`config.mk`:
```
export PLATFORM = sky130hd
export DESIGN_NAME = gcd_lcm_ctrl_flat
export DESIGN_NICKNAME = d
export VERILOG_FILES = /design/src/rtl/gcd_lcm_pkg.sv /design/src/rtl/gcd_lcm_ctrl_if.sv /design/src/rtl/gcd_lcm_ctrl_seq_divmul.sv /design/src/rtl/gcd_lcm_ctrl.sv /design/src/flat_wrapper.sv
export SDC_FILE = /design/constraint.sdc
export NUM_CORES = 1
export LEC_CHECK = 0
export CAP_MARGIN = 20
export CORE_MARGIN = 4
export CORE_UTILIZATION = 35
export CTS_CLUSTER_DIAMETER = 40
export DETAILED_ROUTE_END_ITERATION = 6
export PLACE_DENSITY_LB_ADDON = 0.05
export RECOVER_POWER = 50
export SLEW_MARGIN = 40
export SYNTH_ARGS = -nofsm -noshare
export SYNTH_HDL_FRONTEND = slang
export SYNTH_HIERARCHICAL = 1
export SYNTH_SLANG_ARGS = --single-unit
```
`constraint.sdc`:
```
create_clock -name clk -period 4.2 [get_ports clk]
set_input_delay 0.42 -clock clk [delete_from_list [all_inputs] [get_ports clk]]
set_output_delay 0.42 -clock clk [all_outputs]
set_load 0.03 [all_outputs]
```
`src/rtl/gcd_lcm_pkg.sv`:
```
// Shared types and constants for the GCD/LCM coprocessor sequencer.
package gcd_lcm_pkg;

    typedef enum logic [3:0] {
        IDLE,
        CHECK,
        COMMON,
        ODD_A,
        REDUCE,
        SCALE,
        DIV,
        MUL,
        DONE
    } state_t;

    typedef enum logic [1:0] {
        DM_IDLE,
        DM_DIV,
        DM_MUL
    } dm_phase_t;

    localparam logic OP_GCD = 1'b0;
    localparam logic OP_LCM = 1'b1;

    // Enough bits to count 0..width and to hold the common power-of-two exponent.
    function automatic int cnt_width(input int width);
        return $clog2(width) + 1;
    endfunction

endpackage

```
`src/rtl/gcd_lcm_ctrl_if.sv`:
```
// Request/response bundle between the core (master) and the GCD/LCM sequencer (slave).
interface gcd_lcm_ctrl_if #(
    parameter int WIDTH = 32
);
    logic             start;
    logic             op;
    logic [WIDTH-1:0] a;
    logic [WIDTH-1:0] b;
    logic             busy;
    logic             done;
    logic [WIDTH-1:0] result;
    logic             overflow;

    modport master (
        output start, op, a, b,
        input  busy, done, result, overflow
    );

    modport slave (
        input  start, op, a, b,
        output busy, done, result, overflow
    );
endinterface

```
`src/rtl/gcd_lcm_ctrl_seq_divmul.sv`:
```
// Shared shift/add/subtract engine: restoring divide a/g, then shift-add multiply q*b.
// Each phase takes WIDTH cycles; finished pulses once the full product is registered.
module gcd_lcm_ctrl_seq_divmul
    import gcd_lcm_pkg::*;
#(
    parameter int WIDTH = 32
) (
    input  logic               clk,
    input  logic               reset_n,
    input  logic               start,
    input  logic [WIDTH-1:0]   dividend,
    input  logic [WIDTH-1:0]   divisor,
    input  logic [WIDTH-1:0]   multiplier,
    output logic               mul_phase,
    output logic               finished,
    output logic [2*WIDTH-1:0] product
);

    localparam int CW = cnt_width(WIDTH);

    dm_phase_t          phase;
    logic [CW-1:0]      cnt;
    logic [WIDTH-1:0]   quo;
    logic [WIDTH-1:0]   rem;
    logic [WIDTH-1:0]   dsr;
    logic [WIDTH-1:0]   mplier;
    logic [2*WIDTH-1:0] mcand;
    logic [2*WIDTH-1:0] acc;
    logic               fin;

    logic [WIDTH:0]     shifted;
    logic               fits;
    logic [WIDTH-1:0]   rem_sub;
    logic [WIDTH-1:0]   quo_next;
    logic               last;

    // The remainder after a successful subtract is below the divisor, so the low WIDTH bits suffice.
    assign shifted  = {rem, quo[WIDTH-1]};
    assign fits     = (shifted >= {1'b0, dsr});
    assign rem_sub  = shifted[WIDTH-1:0] - dsr;
    assign quo_next = {quo[WIDTH-2:0], fits};
    assign last     = (cnt == CW'(WIDTH - 1));

    assign mul_phase = (phase == DM_MUL);
    assign finished  = fin;
    assign product   = acc;

    // Step the divide, hand the fresh quotient straight to the multiply, then flag completion.
    always_ff @(posedge clk or negedge reset_n) begin
        if (!reset_n) begin
            phase  <= DM_IDLE;
            cnt    <= '0;
            quo    <= '0;
            rem    <= '0;
            dsr    <= '0;
            mplier <= '0;
            mcand  <= '0;
            acc    <= '0;
            fin    <= 1'b0;
        end else if (start) begin
            phase  <= DM_DIV;
            cnt    <= '0;
            quo    <= dividend;
            rem    <= '0;
            dsr    <= divisor;
            mplier <= multiplier;
            acc    <= '0;
            fin    <= 1'b0;
        end else begin
            case (phase)
                DM_DIV: begin
                    rem <= fits ? rem_sub : shifted[WIDTH-1:0];
                    quo <= quo_next;
                    if (last) begin
                        phase <= DM_MUL;
                        cnt   <= '0;
                        mcand <= {{WIDTH{1'b0}}, quo_next};
                        acc   <= '0;
                    end else begin
                        cnt <= cnt + 1'b1;
                    end
                end
                DM_MUL: begin
                    if (mplier[0]) begin
                        acc <= acc + mcand;
                    end
                    mcand  <= mcand << 1;
                    mplier <= mplier >> 1;
                    if (last) begin
                        phase <= DM_IDLE;
                        fin   <= 1'b1;
                    end else begin
                        cnt <= cnt + 1'b1;
                    end
                end
                default: begin
                    fin <= 1'b0;
                end
            endcase
        end
    end

endmodule

```
`src/rtl/gcd_lcm_ctrl.sv`:
```
// GCD/LCM coprocessor sequencer: binary (Stein) GCD, then LCM as (a/gcd)*b.
// busy stalls the core from the cycle after start through the single-cycle done pulse.
module gcd_lcm_ctrl
    import gcd_lcm_pkg::*;
#(
    parameter int WIDTH = 32
) (
    input  logic           clk,
    input  logic           reset_n,
    gcd_lcm_ctrl_if.slave  bus
);

    localparam int CW = cnt_width(WIDTH);

    state_t             state;
    logic               op_lat;
    logic [WIDTH-1:0]   a_lat;
    logic [WIDTH-1:0]   b_lat;
    logic [WIDTH-1:0]   x;
    logic [WIDTH-1:0]   y;
    logic [CW-1:0]      k;
    logic               busy_r;
    logic               done_r;
    logic [WIDTH-1:0]   result_r;
    logic               overflow_r;

    logic [WIDTH-1:0]   g;
    logic [WIDTH-1:0]   y_minus_x;
    logic               dm_start;
    logic               dm_mul_phase;
    logic               dm_finished;
    logic [2*WIDTH-1:0] dm_product;

    assign g         = x << k;
    assign y_minus_x = y - x;
    assign dm_start  = (state == SCALE) && (op_lat == OP_LCM);

    assign bus.busy     = busy_r;
    assign bus.done     = done_r;
    assign bus.result   = result_r;
    assign bus.overflow = overflow_r;

    gcd_lcm_ctrl_seq_divmul #(
        .WIDTH(WIDTH)
    ) u_seq_divmul (
        .clk       (clk),
        .reset_n   (reset_n),
        .start     (dm_start),
        .dividend  (a_lat),
        .divisor   (g),
        .multiplier(b_lat),
        .mul_phase (dm_mul_phase),
        .finished  (dm_finished),
        .product   (dm_product)
    );

    // Main sequencer: operand capture, Stein reduction, then hand-off to the divide/multiply engine.
    always_ff @(posedge clk or negedge reset_n) begin
        if (!reset_n) begin
            state      <= IDLE;
            op_lat     <= OP_GCD;
            a_lat      <= '0;
            b_lat      <= '0;
            x          <= '0;
            y          <= '0;
            k          <= '0;
            busy_r     <= 1'b0;
            done_r     <= 1'b0;
            result_r   <= '0;
            overflow_r <= 1'b0;
        end else begin
            case (state)
                IDLE: begin
                    done_r <= 1'b0;
                    if (bus.start) begin
                        a_lat  <= bus.a;
                        b_lat  <= bus.b;
                        op_lat <= bus.op;
                        x      <= bus.a;
                        y      <= bus.b;
                        k      <= '0;
                        busy_r <= 1'b1;
                        state  <= CHECK;
                    end
                end
                CHECK: begin
                    if ((a_lat == '0) || (b_lat == '0)) begin
                        result_r   <= (op_lat == OP_GCD) ? (a_lat | b_lat) : '0;
                        overflow_r <= 1'b0;
                        done_r     <= 1'b1;
                        state      <= DONE;
                    end else begin
                        state <= COMMON;
                    end
                end
                COMMON: begin
                    if (!x[0] && !y[0]) begin
                        x <= x >> 1;
                        y <= y >> 1;
                        k <= k + 1'b1;
                    end else begin
                        state <= ODD_A;
                    end
                end
                ODD_A: begin
                    if (!x[0]) begin
                        x <= x >> 1;
                    end else begin
                        state <= REDUCE;
                    end
                end
                REDUCE: begin
                    if (!y[0]) begin
                        y <= y >> 1;
                    end else if (x > y) begin
                        x <= y;
                        y <= x;
                    end else begin
                        y <= y_minus_x;
                        if (y_minus_x == '0) begin
                            state <= SCALE;
                        end
                    end
                end
                SCALE: begin
                    if (op_lat == OP_GCD) begin
                        result_r   <= g;
                        overflow_r <= 1'b0;
                        done_r     <= 1'b1;
                        state      <= DONE;
                    end else begin
                        state <= DIV;
                    end
                end
                DIV: begin
                    if (dm_mul_phase) begin
                        state <= MUL;
                    end
                end
                MUL: begin
                    if (dm_finished) begin
                        result_r   <= dm_product[WIDTH-1:0];
                        overflow_r <= |dm_product[2*WIDTH-1:WIDTH];
                        done_r     <= 1'b1;
                        state      <= DONE;
                    end
                end
                DONE: begin
                    done_r <= 1'b0;
                    busy_r <= 1'b0;
                    state  <= IDLE;
                end
                default: begin
                    state <= IDLE;
                end
            endcase
        end
    end

endmodule

```
`src/flat_wrapper.sv`:
```
// flat-port wrapper written by rule: the top's interface ports become plain ports
module gcd_lcm_ctrl_flat import gcd_lcm_pkg::*;
#(
    parameter int WIDTH = 32
)
  (clk, reset_n, bus_start, bus_op, bus_a, bus_b, bus_busy, bus_done, bus_result, bus_overflow);
  gcd_lcm_ctrl_if #(.WIDTH(WIDTH)) bus_i ();
  input  logic clk;
  input  logic reset_n;
  input wire logic [$bits(bus_i.start)-1:0] bus_start;
  input wire logic [$bits(bus_i.op)-1:0] bus_op;
  input wire logic [$bits(bus_i.a)-1:0] bus_a;
  input wire logic [$bits(bus_i.b)-1:0] bus_b;
  output wire logic [$bits(bus_i.busy)-1:0] bus_busy;
  output wire logic [$bits(bus_i.done)-1:0] bus_done;
  output wire logic [$bits(bus_i.result)-1:0] bus_result;
  output wire logic [$bits(bus_i.overflow)-1:0] bus_overflow;
  assign bus_i.start = bus_start;
  assign bus_i.op = bus_op;
  assign bus_i.a = bus_a;
  assign bus_i.b = bus_b;
  assign bus_busy = bus_i.busy;
  assign bus_done = bus_i.done;
  assign bus_result = bus_i.result;
  assign bus_overflow = bus_i.overflow;
  gcd_lcm_ctrl #(.WIDTH(WIDTH)) u_core (.clk(clk), .reset_n(reset_n), .bus(bus_i));
endmodule
```
==> reports/results.ini <==
[floorplan]
row_count=105
die_y_um=297
fp.dieArea_um2=88200
die_w_um=297
start_util_pct=35.5
ios=103
core_area_um2=82400

[global_route]
grt_pass1_vias=25300
track_usage_pct=22.5
grt.overflow.total=0
grt_max_degree=100
grt_pass1_wl_mm=157
antenna_found_initial=6

[clock_tree]
clockRootBuffer=clkbuf_16
cts_tree=built
insertion_delay_ns=0.64
cts_setup_buffers=0
cts_buffer_depth=3
ctsHtreeMaxLevel=3
clock-sinks=439
cts_resized=0
cts_buffers=94
ctsHoldBuffers=1
path_clk_slew_ns=0.05

[critical_path]
cpLargestDelayFamily=simple AND/OR/NAND/NOR gates
cp-end-kind=flip-flop
path_class=reg2reg
rr_startpoint=u_core/y[0]
crit_buf_inv=1
cp-start-kind=flip-flop
endpoint=u_core/state[0]
max_stage_delay_ns=0.47
required_ns=4.74
critical_path_arrival_ns=4.49
cp_max_fo=8
rr_endpoint=u_core/state[0]
crit_slowest_cell=or4b_1
crit_chain=inv_1, ha_1, fa_1, xnor2_1, nor3b_1, or4b_1, a2111oi_0, nand4bb_1, or4_1, nor4_1, nand4_1, nand3_1
cp.depth=12
rrSetupSlack_ns=0.26
crit_start=u_core/y[0]
reg2reg_depth=12

[synthesis]
syn-num-nets=3448
yosysSeqAreaShare_pct=37.6
yosysWarnings=6
yosysUniqueCellTypes=106
synth-seq-cells=439
synth-edff-count=0
yosys.area.top_type_share_pct=37.6
syn-mean-instance-area_um2=9.01
synth_cells=3244
ys.flop_type=dfrtp_1
synth.area.top_cells=dfrtp_1 38%, ha_1 5.7%, nand2_1 5.1%
synth_area_leader_cell=dfrtp_1
netlist_area_um2=29200
async_reset_ff_share_pct=100

[timing]
slew_violations=39
finClkSkew_ns=0.0300
fin_crit_sh_pct=93.9
fin_tns_setup_ns=0
worst_pin_slew_ns=2.98
hold_viol_final=0
timing.fmax_mhz=254
fin_ws_ns=0.257
timing.slew.headroom_pct=-98.4
setup_viol=0
final.min_clock_period_ns=3.94
rsz0062_at_grt=no

[place]
dp.final_hpwl_mm=77.1
portBuffers=102
gp_congestion=0.895
pre_cts_ws_ns=0.357

[run]
maxCapViolCount=1

[status]
violations=design-rule violations, max-capacitance violations, max-slew violations
status=finished with violations

[power]
leakagePower_nw=15.1
intPower_w=0.0185
pwr-share-seq_pct=23.3
combPwrFrac_pct=53.7
power_density_nw_per_um2=982
switching_share_pct=45.7
ir_worst_vdd_mv=0.534
clockPowerShare_pct=23.0
p_switching_w=0.0156

[routing]
vias=25400
drt-vias-per-instance=5.71
drc=18
drtIter0Drc=2127
wl_per_cell_um=22.9
wl_mm=102
drtAntennaViolNets=0
firstDrtPassIters=7

[worst_hold_path]
hold_path_class=in2reg

[finish]
drive_above_1_share_pct=13.2
fillers=8064
fin_util_pct=42.3
area_growth_pct=19.1
final_net_count=3510

[synthesized netlist by cell type (all sizes together), types with 16 or more instances]
| cell | instances |
|---|---|
| o21ai | 288 |
| mux2 | 92 |
| nor2b | 20 |
| a21oi | 244 |
| dfrtp | 439 |
| clkbuf | 178 |
| a21o | 91 |
| mux2i | 144 |
| a221oi | 26 |
| o21a | 25 |
| a22o | 48 |
| a211oi | 44 |
| o31ai | 16 |
| xor2 | 43 |
| a222oi | 54 |
| nand3 | 36 |
| nor4 | 34 |
| nor3 | 39 |
| mux4 | 30 |
| buf | 36 |
| nand2b | 20 |
| or3 | 21 |
| nand2 | 402 |
| nor2 | 298 |
| inv | 106 |
| ha | 133 |
| xnor2 | 60 |
| nand4 | 46 |
[worst min-delay path by stage]
stage / slack, ns / startpoint / endpoint / cells after the start
after floorplan: 0.12 / reset_n / u_core/a_lat[0] / 0
after global placement: 0.49 / u_core/u_seq_divmul/mcand[63] / u_core/u_seq_divmul/mcand[63] / 2
after detailed placement: 0.37 / reset_n / u_core/x[5] / 1
after CTS: 0.29 / reset_n / u_core/x[5] / 2
after global routing: 0.44 / bus_a[9] / u_core/a_lat[9] / 2
final: 0.46 / bus_a[9] / u_core/a_lat[9] / 2
[registers in the layout (all words and copies together) (netlist names), 32 cells and up]
| signal | count |
|---|---|
| u_core/u_seq_divmul/product | 64 |
| u_core/u_seq_divmul/quo | 32 |
| u_core/u_seq_divmul/dsr | 32 |
| u_core/x | 32 |
| u_core/u_seq_divmul/mplier | 32 |
| u_core/a_lat | 32 |
| u_core/u_seq_divmul/mcand | 64 |
| u_core/y | 32 |
| u_core/b_lat | 32 |
| u_core/bus.result | 32 |
| u_core/u_seq_divmul/rem | 32 |
[through the flow]
stage               std cells  hold WS [ns]  power (W)  cell area, um2
global placement         4277         0.490     0.0260           31400
detailed placement       4278         0.370     0.0262           31500
global route             4452         0.439     0.0366           34800
finish                   4453         0.461     0.0342           34800
CTS                      4451         0.286     0.0342           34800
floorplan                3244         0.124     0.0201           29200
[layout make-up]
cell class                      instances  area (um2)  area share [%]
Antenna cell                            1        2.50         0.00719
Sequential cell                       439       11000            31.6
Tap cell                             1070        1340            3.85
Inverter                              106         398            1.14
Multi-Input combinational cell       2483       17000            48.7
Clock inverter                         64         876            2.52
Timing Repair Buffer                  182        1770            5.08
Clock buffer                          108        2490            7.14
[cell families (layout without fill, tap and decap cells)]
family | after synthesis | count (layout) | share of synthesized area (%)
and+or+nand+nor | 991 | 991 | 15.3
AOI/OAI and AO/OA | 987 | 987 | 22.6
DFF | 439 | 439 | 37.6
buffers and inverters | 322 | 460 | 4.73
muxes | 266 | 266 | 10.8
adders and majority gates | 136 | 136 | 5.90
xor gates and xnor gates | 103 | 103 | 3.09
other | 0 | 1 | 0
[placed cells by master, fill, tap and decap left out, types with 54 or more instances in the layout]
master           instances
dfrtp_1                437
nand2_1                397
nor2_1                 294
o21ai_0                266
a21oi_1                241
mux2i_1                144
ha_1                   131
inv_1                  105
clkbuf_16               95
mux2_2                  92
clkdlybuf4s50_1         86
a21o_1                  86
xnor2_1                 60
buf_4                   56
a222oi_1                54
[per-layer routing]
metal	part of all wire, %	wire length (um)	GRT usage (%)	vias up
met5	0	0	0	-
met4	2.8	2880	6.83	0
met3	5.7	5770	3.74	156
met2	44	44800	34.6	777
met1	48	48500	32.6	12400
li1	-	-	-	12000
[power by group through the flow]
stage / Sequential [W] / Clock (W) / Combinational [W]
floorplan: 0.00733 / 0 / 0.0128
global placement: 0.00799 / 0 / 0.0180
detailed placement: 0.00802 / 0 / 0.0182
CTS: 0.00798 / 0.00802 / 0.0182
global route: 0.00815 / 0.00823 / 0.0202
finish: 0.00796 / 0.00785 / 0.0184
[worst register-to-register path, cell delays in order, from the launching register on]
cell	delay [ns]
dfrtp_1	0.45
inv_1	0.19
ha_1	0.25
fa_1	0.40
xnor2_1	0.16
nor3b_1	0.25
or4b_1	0.47
a2111oi_0	0.43
nand4bb_1	0.16
or4_1	0.44
nor4_1	0.35
nand4_1	0.20
nand3_1	0.13
No activity file was read; power rests on OpenSTA's default activity.
